[config.mk]
export PLATFORM = sky130hd
export DESIGN_NAME = ntt_butterfly_flat
export DESIGN_NICKNAME = d
export VERILOG_FILES = /design/src/rtl/kyber_pkg.sv /design/src/rtl/ntt_butterfly_if.sv /design/src/rtl/barrett_reduce.sv /design/src/rtl/modsub.sv /design/src/rtl/ntt_butterfly.sv /design/src/flat_wrapper.sv
export SDC_FILE = /design/constraint.sdc
export NUM_CORES = 1
export LEC_CHECK = 0
export BUFFER_PORTS_ARGS = -buffer_cell sky130_fd_sc_hd__buf_2
export CAP_MARGIN = 20
export CORE_UTILIZATION = 35
export DETAILED_ROUTE_END_ITERATION = 12
export HOLD_SLACK_MARGIN = 0.05
export PLACE_DENSITY = 0.59
export SYNTH_ARGS = -nofsm -noshare
export SYNTH_HDL_FRONTEND = slang
export SYNTH_SLANG_ARGS = --single-unit
[constraint.sdc]
create_clock -name clk -period 8 [get_ports clk]
set_clock_uncertainty 0.2 [all_clocks]
set_input_delay 0.8 -clock clk [delete_from_list [all_inputs] [get_ports clk]]
set_output_delay 0.8 -clock clk [all_outputs]
set_load 0.005 [all_outputs]
[src/rtl/kyber_pkg.sv]
// ============================================================================
// Module   : kyber_pkg
// Purpose  : Shared Kyber constants and the butterfly mode type.
// Revision : 1.0  initial release
// ============================================================================
`default_nettype none

package kyber_pkg;

  localparam int KYBER_Q       = 3329;
  localparam int KYBER_LOGQ    = 12;
  localparam int BARRETT_M     = 5039;
  localparam int BARRETT_SHIFT = 24;
  localparam int BFU_LATENCY   = 4;

  typedef enum logic {
    BFU_CT = 1'b0,
    BFU_GS = 1'b1
  } bfu_mode_e;

endpackage

`default_nettype wire

[src/rtl/ntt_butterfly_if.sv]
// ============================================================================
// Module   : ntt_butterfly_if
// Purpose  : Operand/result handshake bundle of the NTT butterfly.
//            in_mode exists only when NTT_BFU_INTT_EN is defined.
// Revision : 1.0  initial release
// ============================================================================
`default_nettype none

interface ntt_butterfly_if #(
  parameter int LOGQ = 12
) ();

  logic            in_valid;
  logic            in_ready;
  logic [LOGQ-1:0] in_a;
  logic [LOGQ-1:0] in_b;
  logic [LOGQ-1:0] in_w;
`ifdef NTT_BFU_INTT_EN
  logic            in_mode;
`endif
  logic            out_valid;
  logic            out_ready;
  logic [LOGQ-1:0] out_a;
  logic [LOGQ-1:0] out_b;

`ifdef NTT_BFU_INTT_EN
  modport master (output in_valid, in_a, in_b, in_w, in_mode, out_ready,
                  input  in_ready, out_valid, out_a, out_b);
  modport slave  (input  in_valid, in_a, in_b, in_w, in_mode, out_ready,
                  output in_ready, out_valid, out_a, out_b);
`else
  modport master (output in_valid, in_a, in_b, in_w, out_ready,
                  input  in_ready, out_valid, out_a, out_b);
  modport slave  (input  in_valid, in_a, in_b, in_w, out_ready,
                  output in_ready, out_valid, out_a, out_b);
`endif

endinterface

`default_nettype wire

[src/rtl/barrett_reduce.sv]
// ============================================================================
// Module   : barrett_reduce
// Purpose  : Barrett reduction of a 2*LOGQ-bit product: registers the quotient
//            estimate and product, then applies the single final correction.
// Revision : 1.0  initial release
// ============================================================================
`default_nettype none

module barrett_reduce
  import kyber_pkg::*;
#(
  parameter int            LOGQ    = 12,
  parameter logic [LOGQ:0] Q_VALUE = 13'd3329
) (
  input  logic              clk,
  input  logic              rst,
  input  logic              en,
  input  logic [2*LOGQ-1:0] p,
  output logic [LOGQ-1:0]   r
);

  localparam logic [LOGQ:0] c_m = (LOGQ+1)'(BARRETT_M);

  logic [LOGQ-1:0]   w_qe;
  logic [LOGQ-1:0]   r_qe;
  logic [2*LOGQ-1:0] r_p;
  logic [LOGQ:0]     w_t;

  assign w_qe = LOGQ'(((3*LOGQ)'(p) * (3*LOGQ)'(c_m)) >> BARRETT_SHIFT);

  always_ff @(posedge clk or posedge rst) begin
    if (rst) begin
      r_qe <= '0;
      r_p  <= '0;
    end else if (en) begin
      r_qe <= w_qe;
      r_p  <= p;
    end
  end

  // The estimate undershoots by at most one q, so t fits in LOGQ+1 bits.
  assign w_t = (LOGQ+1)'(r_p - (2*LOGQ)'(r_qe) * (2*LOGQ)'(Q_VALUE));
  assign r   = (w_t >= Q_VALUE) ? LOGQ'(w_t - Q_VALUE) : LOGQ'(w_t);

endmodule

`default_nettype wire

[src/rtl/modsub.sv]
// ============================================================================
// Module   : modsub
// Purpose  : Combinational modular subtraction d = (a - b) mod q, a,b < q.
// Revision : 1.0  initial release
// ============================================================================
`default_nettype none

module modsub #(
  parameter int            LOGQ    = 12,
  parameter logic [LOGQ:0] Q_VALUE = 13'd3329
) (
  input  logic [LOGQ-1:0] a,
  input  logic [LOGQ-1:0] b,
  output logic [LOGQ-1:0] d
);

  assign d = (a >= b) ? LOGQ'({1'b0, a} - {1'b0, b})
                      : LOGQ'({1'b0, a} + Q_VALUE - {1'b0, b});

endmodule

`default_nettype wire

[src/rtl/ntt_butterfly.sv]
// ============================================================================
// Module   : ntt_butterfly
// Purpose  : 4-stage radix-2 NTT butterfly (CT; GS when NTT_BFU_INTT_EN).
// Revision : 1.0  initial release
// ============================================================================
`default_nettype none

module ntt_butterfly
  import kyber_pkg::*;
#(
  parameter int            LOGQ    = KYBER_LOGQ,
  parameter logic [LOGQ:0] Q_VALUE = 13'd3329
) (
  input  logic           clk,
  input  logic           rst,
  ntt_butterfly_if.slave bus
);

  function automatic logic [LOGQ-1:0] f_modadd(input logic [LOGQ-1:0] x,
                                               input logic [LOGQ-1:0] y);
    logic [LOGQ:0] s;
    s = {1'b0, x} + {1'b0, y};
    return (s >= Q_VALUE) ? LOGQ'(s - Q_VALUE) : LOGQ'(s);
  endfunction

  logic              w_advance;
  logic [LOGQ-1:0]   w_a1_d, w_b1_d;
  logic [LOGQ-1:0]   w_r, w_ct_b, w_oa_d, w_ob_d;
  logic              r_v1, r_v2, r_v3, r_v4;
  logic [LOGQ-1:0]   r_a1, r_b1, r_w1, r_a2, r_a3, r_oa, r_ob;
  logic [2*LOGQ-1:0] r_p2;

  // A held output freezes every stage at once; no bubble collapsing.
  assign w_advance     = !(r_v4 && !bus.out_ready);
  assign bus.in_ready  = w_advance;
  assign bus.out_valid = r_v4;
  assign bus.out_a     = r_oa;
  assign bus.out_b     = r_ob;

`ifdef NTT_BFU_INTT_EN
  bfu_mode_e       r_m1, r_m2, r_m3;
  logic [LOGQ-1:0] w_pre_d;

  modsub #(.LOGQ(LOGQ), .Q_VALUE(Q_VALUE)) u_presub (
    .a (bus.in_a),
    .b (bus.in_b),
    .d (w_pre_d)
  );

  assign w_a1_d = bus.in_mode ? f_modadd(bus.in_a, bus.in_b) : bus.in_a;
  assign w_b1_d = bus.in_mode ? w_pre_d : bus.in_b;

  always_ff @(posedge clk or posedge rst) begin
    if (rst) begin
      r_m1 <= BFU_CT;
      r_m2 <= BFU_CT;
      r_m3 <= BFU_CT;
    end else if (w_advance) begin
      r_m1 <= bfu_mode_e'(bus.in_mode);
      r_m2 <= r_m1;
      r_m3 <= r_m2;
    end
  end

  assign w_oa_d = (r_m3 == BFU_GS) ? r_a3 : f_modadd(r_a3, w_r);
  assign w_ob_d = (r_m3 == BFU_GS) ? w_r  : w_ct_b;
`else
  assign w_a1_d = bus.in_a;
  assign w_b1_d = bus.in_b;
  assign w_oa_d = f_modadd(r_a3, w_r);
  assign w_ob_d = w_ct_b;
`endif

  always_ff @(posedge clk or posedge rst) begin
    if (rst) begin
      r_v1 <= 1'b0;
      r_v2 <= 1'b0;
      r_v3 <= 1'b0;
      r_v4 <= 1'b0;
      r_a1 <= '0;
      r_b1 <= '0;
      r_w1 <= '0;
      r_a2 <= '0;
      r_p2 <= '0;
      r_a3 <= '0;
      r_oa <= '0;
      r_ob <= '0;
    end else if (w_advance) begin
      r_v1 <= bus.in_valid;
      r_a1 <= w_a1_d;
      r_b1 <= w_b1_d;
      r_w1 <= bus.in_w;
      r_v2 <= r_v1;
      r_a2 <= r_a1;
      r_p2 <= (2*LOGQ)'(r_b1) * (2*LOGQ)'(r_w1);
      r_v3 <= r_v2;
      r_a3 <= r_a2;
      r_v4 <= r_v3;
      r_oa <= w_oa_d;
      r_ob <= w_ob_d;
    end
  end

  barrett_reduce #(.LOGQ(LOGQ), .Q_VALUE(Q_VALUE)) u_barrett (
    .clk (clk),
    .rst (rst),
    .en  (w_advance),
    .p   (r_p2),
    .r   (w_r)
  );

  modsub #(.LOGQ(LOGQ), .Q_VALUE(Q_VALUE)) u_ctsub (
    .a (r_a3),
    .b (w_r),
    .d (w_ct_b)
  );

endmodule

`default_nettype wire

[src/flat_wrapper.sv]
// flat-port wrapper written by rule: the top's interface ports become plain ports
module ntt_butterfly_flat import kyber_pkg::*;
#(
  parameter int            LOGQ    = KYBER_LOGQ,
  parameter logic [LOGQ:0] Q_VALUE = 13'd3329
)
  (clk, rst, bus_in_valid, bus_in_a, bus_in_b, bus_in_w, bus_out_ready, bus_in_ready, bus_out_valid, bus_out_a, bus_out_b);
  ntt_butterfly_if #(.LOGQ(LOGQ)) bus_i ();
  input  logic clk;
  input  logic rst;
  input wire logic [$bits(bus_i.in_valid)-1:0] bus_in_valid;
  input wire logic [$bits(bus_i.in_a)-1:0] bus_in_a;
  input wire logic [$bits(bus_i.in_b)-1:0] bus_in_b;
  input wire logic [$bits(bus_i.in_w)-1:0] bus_in_w;
  input wire logic [$bits(bus_i.out_ready)-1:0] bus_out_ready;
  output wire logic [$bits(bus_i.in_ready)-1:0] bus_in_ready;
  output wire logic [$bits(bus_i.out_valid)-1:0] bus_out_valid;
  output wire logic [$bits(bus_i.out_a)-1:0] bus_out_a;
  output wire logic [$bits(bus_i.out_b)-1:0] bus_out_b;
  assign bus_i.in_valid = bus_in_valid;
  assign bus_i.in_a = bus_in_a;
  assign bus_i.in_b = bus_in_b;
  assign bus_i.in_w = bus_in_w;
  assign bus_i.out_ready = bus_out_ready;
  assign bus_in_ready = bus_i.in_ready;
  assign bus_out_valid = bus_i.out_valid;
  assign bus_out_a = bus_i.out_a;
  assign bus_out_b = bus_i.out_b;
  ntt_butterfly #(.LOGQ(LOGQ), .Q_VALUE(Q_VALUE)) u_core (.clk(clk), .rst(rst), .bus(bus_i));
endmodule
==> metrics.md, run 1 <==
| Metric | Value |
|---|---|
| Critical path's slowest cell | fa_1 |
| Final HPWL DP | around 34 mm |
| Port bufs | 65 |
| Initial core utilization | between 30% and 40% |
| Row Count | 83 |
| WP buf/inv | 1 |
| TritonCTS clock tree | yes |
| Die Ht | around 230 um |
| # hold bufs at CTS | 0 |
| Syn Nets | between 2,000 and 3,000 |
| Min Tclk post-route | 7.72 ns |
| Largest family of logic cells by synthesized area | adder cells |
| Asr flop ratio synth | 100% |
| Via Count | ~13,000 |
| Slew Limit Fails | 0 |
| Syn Std Cell Area | about 18,000 um^2 |
| DIE WIDTH | roughly 230 um |
| Worst slew margin | approximately 43% |
| Clk Latency, worst-skew pair | between 0.4 and 0.5 ns |
| Post-synth top area share | between 20% and 30% |
| Place WS | -0.0999 ns |
| Core box area | around 50,000 um^2 |
| Detail Route Antenna Nets | 0 |
| Sequential area share after synthesis | a little under a fifth |
| Placed cell count | 2,687 |
| Worst path required time | 8.18 ns |
| Crit Path Class | reg -> reg |
| Max_cap viols | 0 |
| Multi-input combinational cell area | about 13,000 um^2 |
| Hold Violations, Final | 0 |
| Final worst path period share | a little over nine tenths |
| Delay-heaviest family, CP | compound AO/OA/AOI/OAI gates |
| Clock buffer depth | 2 |
| I/O Pins | 66 |
| Largest cells by area after synthesis | fa_1, dfrtp_1, ha_1, inv_1, nand2_1 |
| Hold slack | 0.265 ns |
| Crit path arrival time | a little under 8 ns |
| Netlist cell types | 65 |
| Post-synthesis compound-gate area fraction | around 9.2% |
| Largest register FFs | 24 |
| Synth Register Bits | roughly 140 |
| Synth Area in XOR/XNOR | between 4 and 5% |
| FILL cells | just over 5,000 |
| TritonCTS Sinks | ~140 |
| Final setup vio count | 0 |
| Number of CTS-inserted buffers | 17 |
| EDFF count, synth | 0 |
| Top flop regs | u_core.r_p2: 24 flops, u_core.u_barrett.r_p: 13 flops |
| Drt total wl | 42.3 mm |
| Post-Layout Cell Count | about 2,700 |
| Routed length per instance | 15.5 um |
| Worst-path clk slew | ~0.07 ns |
| Vias in the first global route | 13,737 |
| Critical path peak fanout | 7 |
| Root Driver | clkbuf_16 |
| H-tree levels | 4 |
| GRT Total Usage | between 10% and 20% |
| CP endpoint kind | flip-flop |
| Synth area leader | fa_1 |
| Fmax achieved | about 130 MHz |
| Initial antenna violation count | 1 |
| First-pass GRT wire length | 70.7 mm |
| Max incr delay on CP | approximately 0.52 ns |
| Routability cong. | 0.896 |
| Largest Register | u_core.r_p2 |
| Most used cell, CP | o21a_1 |
| Status | completed |
| Diode count | 0 |
| Storage cell area | approximately 3400 um^2 |
| Largest net degree at the start of global routing | 86 |
| Hold Crit Class | in -> async |
| Mean Syn Cell Area | between 9 and 10 um^2 |
| Most frequent cells in the layout | inv_1, nand2_1, ha_1, fa_1, dfrtp_1 |
| 1st-iter DRT viols | between 500 and 600 |
| Post-Synth Simple-Gate Area | 14.0% |
| Ys flop type | dfrtp_1 |
| Adder-cell share of the synthesized area | 44.8% |
| Most common cell after layout, fill and taps aside | inv_1 |
| Mux share of post-synthesis cell area | less than 1% |
| Crit path launch type | flip-flop |
| Final TNS setup | 0 ns |
| Post-synthesis cell count | ~2,000 |
| Area growth from synthesis to layout | 10.5% |
| Gr ovfl total | 0 |
| RSZ-0062 raised after global routing | true |
| Share of cells above drive strength 1 | under 10% |
| Via density per instance | between 4 and 5 |
| Die area | about 53,000 um^2 |
| Post-route setup slack | approximately 0.28 ns |
| Measured slew at the worst slew-check pin | 0.852 ns |
| Pre-antenna DRT Iters | 5 |
| YS warnings | 0 |
| # nets final | between 2,000 and 3,000 |
| DRC Markers | 0 |
[what timing repair did]
action,4_1_cts,5_1_grt
buffers inserted,0,7
hold endpoints to repair,0,0
setup endpoints to repair,6,24
pin swaps,3,13
gates resized for setup,5,19
[layer usage]
metal	vias up	share of wire, %	GRT usage, %
li1	6354	-	-
met2	210	48	28.3
met1	6494	47	22.7
met4	0	1.7	4.56
met3	43	3.2	1.93
met5	-	0	0
[worst paths after layout]
kind / depth (start not counted) / startpoint / to / slack, ns
worst max-delay path: 26 / u_core.u_barrett.r_qe[0]$_DFFE_PP0N_ / u_core.bus.out_a[6]$_DFFE_PP0N_ / 0.28
worst min-delay path: 2 / rst / u_core.r_b1[11]$_DFFE_PP0N_ / 0.26
worst max register to register: 26 / u_core.u_barrett.r_qe[0]$_DFFE_PP0N_ / u_core.bus.out_a[6]$_DFFE_PP0N_ / 0.28
worst min register to register: 2 / u_core.r_a1[6]$_DFFE_PP0N_ / u_core.r_a1[6]$_DFFE_PP0N_ / 0.26
max in group asynchronous: 3 / rst / u_core.u_barrett.r_qe[0]$_DFFE_PP0N_ / 6.00
min in group clk: 2 / u_core.r_a1[6]$_DFFE_PP0N_ / u_core.r_a1[6]$_DFFE_PP0N_ / 0.27
[area by class of cell]
type / instances / share of cell area (%)
multi-input combinational: 1428 / 66.2
sequential: 137 / 17.1
inverter: 357 / 6.74
tap: 680 / 4.25
timing repair buffer: 92 / 2.64
clock buffer: 17 / 2.13
clock inverter: 15 / 0.857
[synth_stat cells, types with 9 or more instances]
| library cell | n |
|---|---|
| or3_1 | 10 |
| o211ai_1 | 10 |
| nand3_1 | 16 |
| a211oi_1 | 11 |
| dfrtp_1 | 137 |
| nor2_1 | 82 |
| o31ai_1 | 9 |
| fa_1 | 243 |
| nor3_1 | 22 |
| inv_1 | 356 |
| o21ai_0 | 72 |
| xnor2_1 | 58 |
| and2_1 | 54 |
| nand2b_1 | 12 |
| ha_1 | 260 |
| a31oi_1 | 10 |
| a21o_1 | 14 |
| o21a_1 | 17 |
| xor2_1 | 30 |
| clkbuf_1 | 58 |
| nand2_1 | 349 |
| a21oi_1 | 57 |
[per-stage QoR]
step                util [%]  area [um^2]
finish                  39.1        20000
global route            39.1        20000
CTS                     38.8        19800
detailed placement      37.6        19200
global placement        37.6        19200
floorplan                  -        18100
[cell families after synthesis]
family | after synthesis
adders and majority gates | 503
buffers and inverters | 417
muxes | 3
DFF | 137
xor gates and xnor gates | 88
AOI/OAI and AO/OA | 253
and+or+nand+nor | 581
Power of run 1 is left out: the tool's default activity adds up to more than one toggle a clock period on the data nets, which glitch-free logic cannot reach.
==> run 2: changes to the inputs <==
Settings changed: CELL_PAD_IN_SITES_DETAIL_PLACEMENT set to 1, CELL_PAD_IN_SITES_GLOBAL_PLACEMENT set to 1, PLACE_DENSITY 0.59 to 0.7.
==> run 2 against run 1 <==
Compared with the run above: flip-flop and latch count stayed put; final cell count about the same; non-clock buffer count increased by 2; worst setup slack worse by 0.020 ns; first-iteration DRC count down 20%; hold slack improved by 0.0013 ns; maximum frequency is 0.25% lower; global-route usage is 1.6 points higher; final area is 0.38% higher; largest cell class unchanged; critical path type unchanged; clock-buffer cell count is 1 higher.
==> metrics.md, run 2 (synthesis results as in run 1) <==
| Metric | Value |
|---|---|
| Final HPWL DP | roughly 38 mm |
| Worst setup path startpoint | u_core.u_barrett.r_qe[0]$_DFFE_PP0N_ |
| Core box area | between 50,000 and 60,000 um^2 |
| RSZ-0062 raised after global routing | true |
| Worst-path clk slew | approximately 0.070 ns |
| 1st-iter DRT viols | roughly 460 |
| Row Count | between 80 and 90 |
| Diode count | 0 |
| Worst slew margin | 44.7% |
| I/O Pins | between 60 and 70 |
| Final Core Density | 39.2% |
| Gr ovfl total | 0 |
| Most common cell after layout, fill and taps aside | inv_1 |
| Routed length per instance | 17.2 um |
| Clock buffer depth | 2 |
| Via Count | 13,478 |
| GRT Total Usage | between 10% and 20% |
| Clk Latency, worst-skew pair | 0.46 ns |
| Port bufs | 65 |
| TritonCTS clock tree | yes |
| Hold Violations, Final | 0 |
| Initial core utilization | a little over a third |
| Via density per instance | 4.94 |
| R2R cell count | 27 |
| Worst setup path end | u_core.bus.out_a[6]$_DFFE_PP0N_ |
| Die Ht | between 200 and 250 um |
| Vias in the first global route | roughly 15,000 |
| FILL cells | roughly 5,900 |
| Placed Area | 19,200 um^2 |
| Number of CTS-inserted buffers | 17 |
| Worst path required time | 8.17 ns |
| Crit path arrival time | 7.92 ns |
| Detail Route Antenna Nets | 0 |
| Hold slack | 0.266 ns |
| Root Driver | clkbuf_16 |
| CP endpoint kind | flip-flop |
| Measured slew at the worst slew-check pin | slightly above 0.8 ns |
| Share of cells above drive strength 1 | 8.30% |
| Critical R2R Capture | u_core.bus.out_a[6]$_DFFE_PP0N_ |
| First-pass GRT wire length | a little under 80 mm |
| Crit Path Class | reg -> reg |
| DRC Markers | 0 |
| Crit path launch type | flip-flop |
| Hold Crit Class | reg -> reg |
| Die area | about 53,000 um^2 |
| Storage cell area | roughly 3400 um^2 |
| Largest net degree at the start of global routing | 123 |
| Drt total wl | between 40 and 50 mm |
| Largest Register | u_core.r_p2 |
| H-tree levels | 4 |
| Routability cong. | about 0.83 |
| Worst Min Path Start | u_core.r_a1[6]$_DFFE_PP0N_ |
| Final worst path period share | 96.8% |
| DIE WIDTH | 229 um |
| Final TNS setup | 0 ns |
| Largest register FFs | 24 |
| Multi-input combinational cell area | about 13,000 um^2 |
| Reg-to-Reg Start | u_core.u_barrett.r_qe[0]$_DFFE_PP0N_ |
| Fmax achieved | roughly 130 MHz |
| Max_cap viols | 0 |
| Min Tclk post-route | about 7.7 ns |
| Initial antenna violation count | 0 |
| Area growth from synthesis to layout | 10.9% |
| Final setup vio count | 0 |
| Slew Limit Fails | 0 |
| Most frequent cells in the layout | inv_1, nand2_1, ha_1, fa_1, dfrtp_1 |
| Top flop regs | u_core.r_p2: 24 flops, u_core.u_barrett.r_p: 13 flops |
| Final Instance Area | 20,100 um^2 |
| # hold bufs at CTS | 0 |
| Reg2Reg Setup Slack | 0.26 ns |
| Status | completed |
| Critical path peak fanout | 5 |
| TritonCTS Sinks | approximately 140 |
| Pre-antenna DRT Iters | 6 |
| # nets final | approximately 2,600 |
run 2: cell count changes in the layout (fill, tap and decap cells not counted), sizes merged:
cell / delta
bufinv: +1
clkbuf: +1
buf: +2
clkinv: -1
inv: -1
run 2: through the flow:
stage | setup slack, ns | cells
floorplan | 0.396 | 1982
global placement | 0.0790 | 2684
finish | 0.256 | 2728
global route | -0.119 | 2728
CTS | 0.00254 | 2716
detailed placement | -0.107 | 2684
run 2: cell type report:
cell class,count,share of cell area [%]
flip-flops and latches,137,17.1
clock buffers,18,2.14
well taps,680,4.24
multi-input cells,1428,66.2
repair buffers,94,2.77
inverters,357,6.71
clock inverters,14,0.866
run 2: metal layers:
layer	vias up	global-route usage [%]	wire length, um
met5	-	0	0
met4	0	3.88	516
met3	37	2.07	1050
met2	151	33.0	24300
met1	6936	23.6	21000
li1	6354	-	-
run 2: critical path, stage by stage (launching register included):
cell      delay [ns]
dfrtp_1         0.40
fa_1            0.43
fa_1            0.52
inv_1           0.06
fa_1            0.56
xor2_2          0.20
ha_1            0.27
o21a_1          0.12
o21a_1          0.22
o2111a_2        0.29
o41a_1          0.42
mux2i_2         0.26
o211ai_1        0.14
o211ai_1        0.19
buf_4           0.16
nor2_1          0.05
a21o_1          0.21
ha_4            0.30
nor2b_1         0.05
o21a_1          0.19
o211a_1         0.24
or4_4           0.50
a2111o_1        0.43
or3_4           0.36
o211ai_4        0.28
o211ai_2        0.14
or3_1           0.32
a31oi_1         0.17
run 2: timing repair:
item | 4_1_cts | 5_1_grt
pin swaps | 2 | 11
setup endpoints to repair | 8 | 24
resized for setup | 7 | 23
hold endpoints to repair | 0 | 0
buffers inserted | 0 | 12
run 2: how the worst min path moves through the flow:
stage                                       to  cells after the start  slack [ns]
2_1_floorplan          u_core.r_v3$_DFFE_PP0N_                      2        0.23
3_3_place_gp   u_core.bus.out_b[6]$_DFFE_PP0N_                      2        0.25
3_5_place_dp        u_core.r_a1[9]$_DFFE_PP0N_                      2        0.26
4_1_cts             u_core.r_a1[6]$_DFFE_PP0N_                      2        0.27
5_1_grt             u_core.r_a2[4]$_DFFE_PP0N_                      2        0.29
6_report            u_core.r_a1[6]$_DFFE_PP0N_                      2        0.27
Power of run 2 is left out for the same reason.
==> run 3: changes to the inputs <==
Settings changed: CELL_PAD_IN_SITES_DETAIL_PLACEMENT 1 to 0.
==> run 3 against run 2 <==
Compared with the run above: final area fell by 0.29%; maximum frequency rose by 0.21%; via count fell by 2.9%.
==> metrics.md, run 3 (synthesis results as in run 1) <==
| Metric | Value |
|---|---|
| Status | completed |
| Share of cells above drive strength 1 | a little over 8% |
| DRC Markers | 0 |
| H-tree levels | 4 |
| Worst setup path startpoint | u_core.u_barrett.r_qe[0]$_DFFE_PP0N_ |
| Worst Min Path Start | u_core.bus.out_b[6]$_DFFE_PP0N_ |
| FILL cells | about 5,100 |
| Critical R2R Capture | u_core.bus.out_a[6]$_DFFE_PP0N_ |
| Slew Limit Fails | 0 |
| Fmax achieved | 129 MHz |
| Crit Path Class | reg -> reg |
| Critical path's slowest cell | fa_1 |
| Post-Layout Cell Count | 2,724 |
| Worst-path clk slew | about 0.07 ns |
| Initial antenna violation count | 0 |
| Via Count | ~13,000 |
| Crit path launch type | flip-flop |
| Area growth from synthesis to layout | 10.5% |
| Largest register FFs | 24 |
| DIE WIDTH | between 200 and 250 um |
| Number of CTS-inserted buffers | 17 |
| Worst slew margin | 44.5% |
| Critical path peak fanout | 6 |
| Detail Route Antenna Nets | 0 |
| Placed cell count | between 2,000 and 3,000 |
| Root Driver | clkbuf_16 |
| Routed length per instance | about 15 um |
| Min Tclk post-route | between 7 and 8 ns |
| Worst setup path end | u_core.bus.out_a[6]$_DFFE_PP0N_ |
| Final worst path period share | between 90 and 100% |
| Most common cell after layout, fill and taps aside | inv_1 |
| Diode count | 0 |
| Clock buffer depth | 2 |
| Max_cap viols | 0 |
| Storage cell area | between 3000 and 4000 um^2 |
| 1st-iter DRT viols | 487 |
| TritonCTS Sinks | between 100 and 150 |
| Gr ovfl total | 0 |
| Core box area | 51,200 um^2 |
| Pre-antenna DRT Iters | 5 |
| CP endpoint kind | flip-flop |
| TritonCTS clock tree | yes |
| Initial core utilization | a little over a third |
| I/O Pins | 66 |
| Multi-input combinational cell area | between 10,000 and 15,000 um^2 |
| Clk Latency, worst-skew pair | between 0.4 and 0.5 ns |
| Placed Area | 19,200 um^2 |
| Final HPWL DP | between 30 and 40 mm |
| Top flop regs | u_core.r_p2: 24 flops, u_core.u_barrett.r_p: 13 flops |
| Hold Violations, Final | 0 |
| Crit path arrival time | around 7.9 ns |
| Vias in the first global route | between 10,000 and 15,000 |
| Via density per instance | 4.81 |
| Final setup vio count | 0 |
| Largest Register | u_core.r_p2 |
| # nets final | ~2,600 |
| Final TNS setup | 0 ns |
| Final Instance Area | 20,000 um^2 |
| Most frequent cells in the layout | inv_1, nand2_1, ha_1, fa_1, dfrtp_1 |
| Die area | ~53,000 um^2 |
| Hold slack | roughly 0.26 ns |
| First-pass GRT wire length | slightly above 70 mm |
| Reg2Reg Setup Slack | ~0.27 ns |
| Routability cong. | roughly 0.83 |
| Measured slew at the worst slew-check pin | ~0.83 ns |
| Drt total wl | about 42 mm |
| Hold Crit Class | reg -> reg |
| Die Ht | around 230 um |
| Largest net degree at the start of global routing | around 120 |
| Reg-to-Reg Start | u_core.u_barrett.r_qe[0]$_DFFE_PP0N_ |
| Max incr delay on CP | 0.55 ns |
| Port bufs | 65 |
| Row Count | between 80 and 90 |
| RSZ-0062 raised after global routing | true |
| R2R cell count | 27 |
| GRT Total Usage | ~17% |
| Worst path required time | around 8 ns |
==> run 3: cell types whose count changed in the layout (fill, tap and decap cells not counted), sizes merged <==
cell	change
clkbuf	-1
inv	-1
clkinvlp	+2
buf	-4
==> run 3: layout make-up <==
type,count,area share (%)
Tap cell,680,4.25
Clock inverter,15,0.900
Timing Repair Buffer,90,2.62
Inverter,357,6.73
Multi-Input combinational cell,1428,66.2
Sequential cell,137,17.1
Clock buffer,17,2.12
==> run 3: what timing repair did <==
| item | in CTS | in global routing |
|---|---|---|
| pin swaps | 1 | 8 |
| setup endpoints to repair | 6 | 24 |
| resized for setup | 1 | 25 |
| setup buffers | 1 | 7 |
| hold buffers | 0 | 0 |
==> run 3: worst min-delay path by stage <==
stage,to,slack (ns),cells after the start
finish,u_core.bus.out_b[6]$_DFFE_PP0N_,0.26,2
global route,u_core.r_v2$_DFFE_PP0N_,0.29,2
CTS,u_core.bus.out_b[6]$_DFFE_PP0N_,0.27,2
detailed placement,u_core.bus.out_valid$_DFFE_PP0N_,0.25,1
global placement,u_core.bus.out_b[6]$_DFFE_PP0N_,0.25,2
floorplan,u_core.r_v3$_DFFE_PP0N_,0.23,2
==> run 3: stage by stage <==
step | setup slack, ns | utilization [%]
2_1_floorplan | 0.396 | -
3_3_place_gp | 0.0790 | 37.5
3_5_place_dp | -0.0914 | 37.5
4_1_cts | 0.0147 | 38.7
5_1_grt | -0.0647 | 39.1
6_report | 0.273 | 39.1
==> run 3: worst max-delay path: cells and delay by family (launching register included) <==
kind | cells | cell delay [ns]
AO/OA/AOI/OAI | 13 | 3.07
multiplexers | 1 | 0.25
AND/OR/NAND/NOR | 5 | 1.26
flip-flops | 1 | 0.40
buffers and inverters | 2 | 0.23
adder cells (fa/ha/maj) | 5 | 2.08
XOR/XNOR | 1 | 0.18
==> run 3: routing by layer <==
layer	track usage [%]	vias up	wire, um	share of wire [%]
met1	22.5	6474	19600	47
met4	4.35	0	722	1.7
li1	-	6362	-	-
met2	28.4	207	20300	49
met3	2.34	47	1250	3.0
met5	0	-	0	0
Power of run 3 is left out for the same reason.
